`src/rtl/product_accumulator.sv`:
```
// ---------------------------------------------------------------------------
// product_accumulator
//   Sums blocks of BLOCK_LEN unsigned products into an ACC_W-bit accumulator.
//   Each finished block sum lands in a one-deep output buffer. The next block
//   can keep accumulating while that result waits to be drained.
//
// Ports
//   clk, rst            clock; asynchronous active-high reset
//   clear               synchronous flush, same effect as rst
//   in_valid/in_ready   product handshake; in_product is unsigned IN_W
//   out_valid/out_ready result handshake
//   out_sum             block sum modulo 2^ACC_W
//   out_overflow        block sum did not fit in ACC_W bits
//   count               products accepted so far in the current block
// ---------------------------------------------------------------------------
module product_accumulator #(
  parameter  int IN_W      = 32,
  parameter  int ACC_W     = 40,
  parameter  int BLOCK_LEN = 16,
  localparam int CNT_W     = $clog2(BLOCK_LEN)
) (
  input  logic             clk,
  input  logic             rst,
  input  logic             clear,
  input  logic             in_valid,
  output logic             in_ready,
  input  logic [IN_W-1:0]  in_product,
  output logic             out_valid,
  input  logic             out_ready,
  output logic [ACC_W-1:0] out_sum,
  output logic             out_overflow,
  output logic [CNT_W-1:0] count
);

  logic [ACC_W-1:0] r_acc;
  logic             r_ovf;
  logic [CNT_W-1:0] r_count;
  logic             r_out_valid;
  logic [ACC_W-1:0] r_out_sum;
  logic             r_out_ovf;

  logic             w_last;
  logic             w_accept;
  logic             w_drain;
  logic [ACC_W:0]   w_sum;   // one extra bit to catch the carry out

  assign w_last   = (r_count == CNT_W'(BLOCK_LEN - 1));
  // Only the closing product of a block can stall: it needs the buffer free,
  // or freeing up in this same cycle.
  assign in_ready = !rst && !clear && !(w_last && r_out_valid && !out_ready);
  assign w_accept = in_valid && in_ready;
  assign w_drain  = r_out_valid && out_ready;
  assign w_sum    = {1'b0, r_acc} + (ACC_W + 1)'(in_product);

  always_ff @(posedge clk or posedge rst) begin
    if (rst) begin
      r_acc       <= '0;
      r_ovf       <= 1'b0;
      r_count     <= '0;
      r_out_valid <= 1'b0;
      r_out_sum   <= '0;
      r_out_ovf   <= 1'b0;
    end else if (clear) begin
      r_acc       <= '0;
      r_ovf       <= 1'b0;
      r_count     <= '0;
      r_out_valid <= 1'b0;
      r_out_sum   <= '0;
      r_out_ovf   <= 1'b0;
    end else begin
      if (w_drain)
        r_out_valid <= 1'b0;
      if (w_accept) begin
        if (w_last) begin
          // Completion wins over a same-cycle drain: buffer reloads.
          r_out_sum   <= w_sum[ACC_W-1:0];
          r_out_ovf   <= r_ovf | w_sum[ACC_W];
          r_out_valid <= 1'b1;
          r_acc       <= '0;
          r_ovf       <= 1'b0;
          r_count     <= '0;
        end else begin
          r_acc   <= w_sum[ACC_W-1:0];
          r_ovf   <= r_ovf | w_sum[ACC_W];
          r_count <= r_count + 1'b1;
        end
      end
    end
  end

  assign out_valid    = r_out_valid;
  assign out_sum      = r_out_sum;
  assign out_overflow = r_out_ovf;
  assign count        = r_count;

endmodule

```
`config.mk`:
```
export PLATFORM = sky130hd
export DESIGN_NAME = product_accumulator
export DESIGN_NICKNAME = d
export VERILOG_FILES = /design/src/rtl/product_accumulator.sv
export SDC_FILE = /design/constraint.sdc
export NUM_CORES = 1
export LEC_CHECK = 0
export ABC_AREA = 1
export BUFFER_PORTS_ARGS = -buffer_cell sky130_fd_sc_hd__buf_4
export CORE_UTILIZATION = 59
export CTS_CLUSTER_SIZE = 20
export DETAILED_ROUTE_END_ITERATION = 7
export PLACE_DENSITY = 0.81
export SETUP_SLACK_MARGIN = 0.1
export SLEW_MARGIN = 10
export SYNTH_ARGS = -nofsm -noshare
export SYNTH_HDL_FRONTEND = slang
export SYNTH_SLANG_ARGS = --single-unit
```
`constraint.sdc`:
```
create_clock -name clk -period 3 [get_ports clk]
set_input_delay 0.15 -clock clk [delete_from_list [all_inputs] [get_ports clk]]
set_output_delay 0.15 -clock clk [all_outputs]
set_load 0.02 [all_outputs]
```
==> impl_metrics.yaml, run 1 <==
global_route:
  grt_use_met1: 0.458
  overflow: 0
  grt_pass1_vias: 5780
  grt_pass1_wl_um: 27500
  antenna_found_initial: 0
  grt_max_degree: 54
  grt.busiest_layer: "met2"
  grt_util_all_layers: 0.317
  grt_use_met3: 0.0551
  use_met2: 0.486
worst_setup_path:
  critPathBufInv: 0
  worst-path-max-fanout: 4
  cp_cell_sequence: "ha_1 -> fa_1 -> nand3_1 -> nand3_1 -> nand2_1 -> nand3_1 -> a21oi_1 -> xor2_1 -> o21ai_0"
  reg2regPathDepth: 9
  critical_path_depth: 9
  cpMostUsedCell: "nand3_1"
  slowest_stage: "fa_1"
  r2r_setup_slack_ps: 650
  cp.arrival_ps: 2600
  cp_data_required_time_ps: 3250
  path_class: "reg -> reg"
  startpoint_type: "flip-flop"
  slowest_delay_ps: 450
  crit_path_end_kind: "flip-flop"
  cpLargestDelayFamily: "adder cells"
cells_and_area:
  num_antenna_cells: 0
  design_area_mm2: 0.00710
  drive_gt1_frac: 0.129
  post-route-util: 0.694
  nNetsFinal: 1091
  area_delta_synth_final_pct: 14.8
clock_tree:
  cts_tree: "built"
  root_buffer: "clkbuf_8"
  insertion_delay_ps: 370
  postCtsSetupBuffers: 0
  htreeDepth: 3
  cts_hold_buf: 0
  post_cts_resize_count: 0
  clock_path_buffers: 2
  cts.sinks: 87
  cts_inserted_buffers: 9
  path_clk_slew_ps: 90
die:
  start_util: 0.605
  floorplan.io_pins: 84
  die_y_um: 104
  die_area_mm2: 0.0109
  die_w_um: 104
  row_count: 37
  core_area_mm2: 0.0102
synth:
  synth_cell_types: 36
  ys_ff_latch: 87
  synthAdderAreaFrac: 0.0700
  synth_top_cell_area_share: 0.352
  synth.net_count: 1007
  synth_area_per_cell_um2: 6.61
  synthTopCellsByArea: "dfrtp_1, nand2_1, inv_1"
  yosysSeqAreaShare: 0.352
  syn_area_mm2: 0.00619
  yosys.area_share.simple: 0.378
  yosysTopAreaCell: "dfrtp_1"
  yosys_warnings: 0
  synth_compound_area_frac: 0.0706
  netlist_instances: 936
  synth.area.mux_share: 0
  synth-xor-area-share: 0.0255
  synth_top_family_by_area: "simple AND/OR/NAND/NOR gates"
power:
  ir_worst_vdd_v: 0.000356
  switching_power_uw: 963
  p_sw_frac: 0.343
  p_leak_uw: 0.00410
  p_seq_frac: 0.442
  p_clk_frac: 0.293
  power_density_mw_per_mm2: 395
  p_int_uw: 1840
  pwr-share-comb: 0.264
sta:
  max_clock_freq_ghz: 0.426
  rsz0062_at_grt: "false"
  hold_viol_final: 45
  period_share: 0.782
  relSlewSlack: 0.363
  worst_slew_pin_slew_ps: 955
  hold_slack_ps: -21.3
  final.setup_skew_ps: 13.0
  fin_crit_ps: 2350
  setup_viol: 0
  setup_tns_ps: 0
  setup_ws_ps: 654
  slew_viol_final: 0
routing:
  drtAntennaViolNets: 0
  totalWireLength_um: 16300
  avgViaCountPerCell: 5.24
  dr.pass1.iters: 5
  post_drt_wl_per_cell_um: 14.0
  via_count: 6073
  drt_iter0_drc: 380
  drc: 0
flow_run:
  timing.max_cap.violations: 0
placed_design:
  placed_area_mm2: 0.00692
  dp_hpwl_um: 12400
  gp_congestion: 0.991
  io_buffer_count: 83
  dp_slack_ps: 685
run_status:
  outcome: "complete, but fails checks"
  violations: "hold timing"
hold_path:
  hold_class: "in -> async"
-- placed cells by master (no fill, tap or decap) --
| cell type | count |
|---|---|
| buf_12 | 1 |
| nor2_1 | 76 |
| or2_1 | 2 |
| nand3b_1 | 7 |
| nor4_1 | 2 |
| clkinv_4 | 2 |
| o21ai_0 | 33 |
| a22o_1 | 1 |
| nand2_2 | 12 |
| ha_1 | 33 |
| o21ai_1 | 9 |
| o21ai_2 | 8 |
| clkbuf_8 | 9 |
| nor2_8 | 1 |
| inv_1 | 136 |
| nand2_1 | 369 |
| fa_1 | 1 |
| nand3_2 | 1 |
| nand3_1 | 74 |
| nor3_2 | 1 |
| a21oi_1 | 25 |
| bufinv_16 | 1 |
| clkinv_1 | 1 |
| o21bai_1 | 2 |
| nand4_1 | 5 |
| buf_4 | 88 |
| inv_4 | 1 |
| and2_1 | 2 |
| or2_2 | 1 |
| clkinv_2 | 4 |
| dfrtp_1 | 87 |
| nor2_2 | 2 |
| o31ai_1 | 1 |
| nor3_1 | 8 |
| xor2_1 | 5 |
| xnor2_1 | 13 |
-- logic make-up after synthesis --
kind of cell / count (synthesis)
AND/OR/NAND/NOR: 563
buffers and inverters: 155
flip-flops: 87
AO/OA/AOI/OAI: 79
adder cells (fa/ha/maj): 34
XOR/XNOR: 18
-- path summary, 6_finish.rpt --
kind	from	to
min in group clk	clear	out_sum[2]$_DFFE_PP0P_
setup / recovery	r_acc[0]$_DFFE_PP0P_	r_acc[12]$_DFFE_PP0P_
hold reg to reg	out_sum[13]$_DFFE_PP0P_	out_sum[13]$_DFFE_PP0P_
hold / removal	rst	count[1]$_DFFE_PP0P_
setup reg to reg	r_acc[0]$_DFFE_PP0P_	r_acc[12]$_DFFE_PP0P_
max in group asynchronous	rst	out_sum[17]$_DFFE_PP0P_
-- sequential cells by signal (all words and copies together), names as in the netlist --
name          count
out_sum          40
r_ovf             1
out_valid         1
count             4
r_acc            40
out_overflow      1
-- stage by stage --
| stage | total power, uW | cells |
|---|---|---|
| 4_1_cts | 2810 | 1160 |
| 2_1_floorplan | 1790 | 936 |
| 3_3_place_gp | 1980 | 1145 |
| 3_5_place_dp | 1990 | 1145 |
| 6_report | 2810 | 1160 |
| 5_1_grt | 2950 | 1160 |
-- worst register-to-register path: stages (launching register included) --
cell and delay (ps):
dfrtp_1 390, ha_1 230, fa_1 450, nand3_1 100, nand3_1 160, nand2_1 100
nand3_1 180, a21oi_1 270, xor2_1 250, o21ai_0 100
-- layout make-up --
cell class,instances,area (um^2)
Inverter,139,526
Fill cell,954,3130
Clock buffer,9,124
Sequential cell,87,2180
Multi-Input combinational cell,694,3360
Clock inverter,6,62.6
Tap cell,136,170
Timing Repair Buffer,89,681
-- cell usage after synthesis, drive strengths merged --
cell      n
clkinv    1
and2      2
nand3    75
dfrtp    87
buf      13
ha       33
nor3      9
nand3b    7
o31ai     1
or2       3
o21ai    50
nand4     5
a21oi    25
nor2     79
fa        1
xnor2    13
nand2   381
nor4      2
a22o      1
o21bai    2
xor2      5
clkbuf    3
inv     138
-- power by group through the flow --
stage,Sequential [uW],Clock (uW),Combinational (uW)
final,1240,823,742
after global routing,1250,875,833
after CTS,1240,835,732
after detailed placement,1260,0,728
after global placement,1260,0,721
after floorplan,1260,0,532
-- routing by layer --
| layer | up-vias | part of all wire |
|---|---|---|
| met1 | 2781 | 0.49 |
| met2 | 194 | 0.43 |
| li1 | 3075 | - |
| met5 | - | 0 |
| met4 | 0 | 0.018 |
| met3 | 23 | 0.063 |
(Power assumes the default switching activity.)
==> inputs of run 2 (changes only) <==
--- a/config.mk
+++ b/config.mk
@@ -5,12 +5,12 @@
 export SDC_FILE = /design/constraint.sdc
 export NUM_CORES = 1
 export LEC_CHECK = 0
-export ABC_AREA = 1
+export ABC_AREA = 0
 export BUFFER_PORTS_ARGS = -buffer_cell sky130_fd_sc_hd__buf_4
-export CORE_UTILIZATION = 59
+export CORE_UTILIZATION = 52
 export CTS_CLUSTER_SIZE = 20
 export DETAILED_ROUTE_END_ITERATION = 7
-export PLACE_DENSITY = 0.81
+export PLACE_DENSITY = 0.77
 export SETUP_SLACK_MARGIN = 0.1
 export SLEW_MARGIN = 10
 export SYNTH_ARGS = -nofsm -noshare
==> constraint.sdc (replaced) <==
create_clock -name clk -period 1.9 [get_ports clk]
set_input_delay 0.095 -clock clk [delete_from_list [all_inputs] [get_ports clk]]
set_output_delay 0.095 -clock clk [all_outputs]
set_load 0.02 [all_outputs]
==> run 2 against run 1 <==
Net effect: the flow finishes with violations (setup timing); clock skew increased by 6.3 ps; cell count is 20% lower; synthesized area down 12%; design area grew 16%; worst hold slack improved by 48 ps; register-to-register slack lost 1500 ps; first-iteration DRC count up 5.8%.
==> impl_metrics.yaml, run 2 <==
synth:
  synth_area_per_cell_um2: 9.37
  ys_ff_latch: 87
  yosys_warnings: 0
  synth_top_cell_area_share: 0.399
  synthFlopType: "dfrtp_1"
  yosysTopAreaCell: "dfrtp_1"
  synth_edf_count: 0
  synth_commonest_cells: "dfrtp_1, nand2_1, a22o_1"
  synth_most_common_cell: "dfrtp_1"
  yosysSeqAreaShare: 0.399
  synth-async-reset-ratio: 1.00
  synth.net_count: 654
  netlist_instances: 583
  syn_area_mm2: 0.00546
  synthTopCellsByArea: "dfrtp_1, ha_1, a22o_1"
  synth_cell_types: 63
placed_design:
  placed_cells: 897
  gp_congestion: 0.886
  dp_hpwl_um: 11300
  io_buffer_count: 83
sta:
  slew_viol_final: 0
  worst_slew_pin_slew_ps: 555
  relSlewSlack: 0.628
  hold_viol_final: 0
  final.setup_skew_ps: 19.3
  max_clock_freq_ghz: 0.366
  fin_crit_ps: 2730
  rsz0062_at_grt: "true"
  setup_viol: 70
  period_share: 1.44
  setup_ws_ps: -830
routing:
  via_count: 5886
  totalWireLength_um: 19300
  drt_iter0_drc: 402
  wl_met1_um: 7410
  dr.pass1.iters: 7
  drtAntennaViolNets: 0
  wl_met3_um: 1430
  avgViaCountPerCell: 6.31
  drc: 0
  met2_length_um: 9670
  post_drt_wl_per_cell_um: 20.7
  top_layer: "met4"
worst_setup_path:
  cp_data_required_time_ps: 2240
  crit_path_end_kind: "flip-flop"
  startpoint_type: "flip-flop"
  path_class: "reg -> reg"
  cp.arrival_ps: 3070
  worst-path-max-fanout: 4
cells_and_area:
  area_delta_synth_final_pct: 51.2
  nNetsFinal: 863
  final_common_cell: "buf_4"
  final_cell_mix: "buf_4, dfrtp_1, nand2_1"
  drive_gt1_frac: 0.448
  fin_cells: 933
  fillers: 562
  post-route-util: 0.808
  num_antenna_cells: 0
clock_tree:
  htreeDepth: 3
  root_buffer: "clkbuf_8"
  clock_path_buffers: 2
  path_clk_slew_ps: 100
  cts_inserted_buffers: 9
  insertion_delay_ps: 400
  cts.sinks: 87
  cts_tree: "built"
die:
  floorplan.io_pins: 84
  die_y_um: 104
  die_w_um: 104
  row_count: 37
  die_area_mm2: 0.0109
  start_util: 0.534
  core_area_mm2: 0.0102
global_route:
  antenna_found_initial: 0
  grt_util_all_layers: 0.333
  grt_pass1_wl_um: 28700
  overflow: 0
  grt_pass1_vias: 5812
  grt_max_degree: 88
run_status:
  outcome: "complete, but fails checks"
  violations: "setup timing"
hold_path:
  hold_class: "in -> reg"
flow_run:
  timing.max_cap.violations: 0
power:
  ir_worst_vdd_v: 0.000619
  p_leak_uw: 0.00401
  power_density_mw_per_mm2: 626
## run 2: cell types whose count changed after synthesis, moves of 13 or more
cell / before / now
a21o_1: 0 / 14
a21oi_1: 25 / 39
inv_1: 137 / 10
clkbuf_1: 2 / 21
nand2_1: 369 / 71
nor2_1: 76 / 26
xor2_1: 5 / 18
nand3_1: 74 / 24
a22o_1: 1 / 47
## run 2: final cells by class
class                   count  area [um^2]  area share
flip-flops and latches     87         2180       0.264
multi-input cells         451         3820       0.462
inverters                  10         41.3     0.00500
clock buffers               9          124      0.0150
repair buffers            233         1880       0.227
clock inverters             7         55.1     0.00666
well taps                 136          170      0.0206
## run 2: critical path, stage by stage (launching register included)
cell      delay, ps
dfrtp_1         420
ha_1            350
a21oi_1         240
o21ai_0         240
or2_2           400
o221ai_2        210
a21oi_2         100
buf_4           170
o21ai_0         310
a32o_1          230
## run 2: cell families (layout without fill, tap and decap cells)
group           count (synthesis)  in the layout  synth area share
mux                             1              1           0.00183
fa+ha+maj                      34             34            0.0792
flops                          87             87             0.399
xor+xnor                       36             36            0.0577
simple gates                  182            182             0.165
buf+inv                        45            259            0.0337
compound gates                198            198             0.264
## run 2: metal layers
metal | vias up | global-route usage
li1 | 2573 | -
met4 | 0 | 0.155
met1 | 2894 | 0.411
met5 | - | 0
met3 | 88 | 0.0746
met2 | 331 | 0.552
## run 2: worst paths after layout
path | start | to | slack [ps] | depth (start not counted)
setup / recovery | r_acc[17]$_DFFE_PP0P_ | out_sum[34]$_DFFE_PP0P_ | -830 | 9
hold / removal | clear | count[1]$_DFFE_PP0P_ | 30 | 2
setup reg to reg | r_acc[17]$_DFFE_PP0P_ | out_sum[34]$_DFFE_PP0P_ | -830 | 9
hold reg to reg | r_acc[2]$_DFFE_PP0P_ | r_acc[2]$_DFFE_PP0P_ | 500 | 2
max in group asynchronous | rst | r_acc[21]$_DFFE_PP0P_ | 860 | 5
min in group asynchronous | rst | out_sum[2]$_DFFE_PP0P_ | 390 | 4
## run 2: where the power goes
| part | switching, uW | internal, uW |
|---|---|---|
| logic | 1000 | 918 |
| clock network | 759 | 486 |
| registers | 84.3 | 1920 |
| total | 1840 | 3330 |
## run 2: timing repair
item,CTS,global route
resized for setup,94,40
hold buffers,0,1
hold endpoints to repair,0,31
setup buffers,19,6
pin swaps,71,43
endpoints found under the setup margin,70,83
## run 2: metrics by stage
| stage | total power (uW) | instance area, um^2 | hold slack [ps] | setup TNS, ps | worst slack, ps |
|---|---|---|---|---|---|
| floorplan | 2830 | 5570 | 273 | -45630 | -596 |
| global placement | 3380 | 7140 | 425 | -27000 | -617 |
| detailed placement | 3430 | 7140 | 439 | -33350 | -700 |
| CTS | 4930 | 7990 | 18.3 | -28120 | -595 |
| global route | 5370 | 8260 | 33.0 | -39300 | -921 |
| finish | 5170 | 8260 | 26.8 | -33730 | -830 |
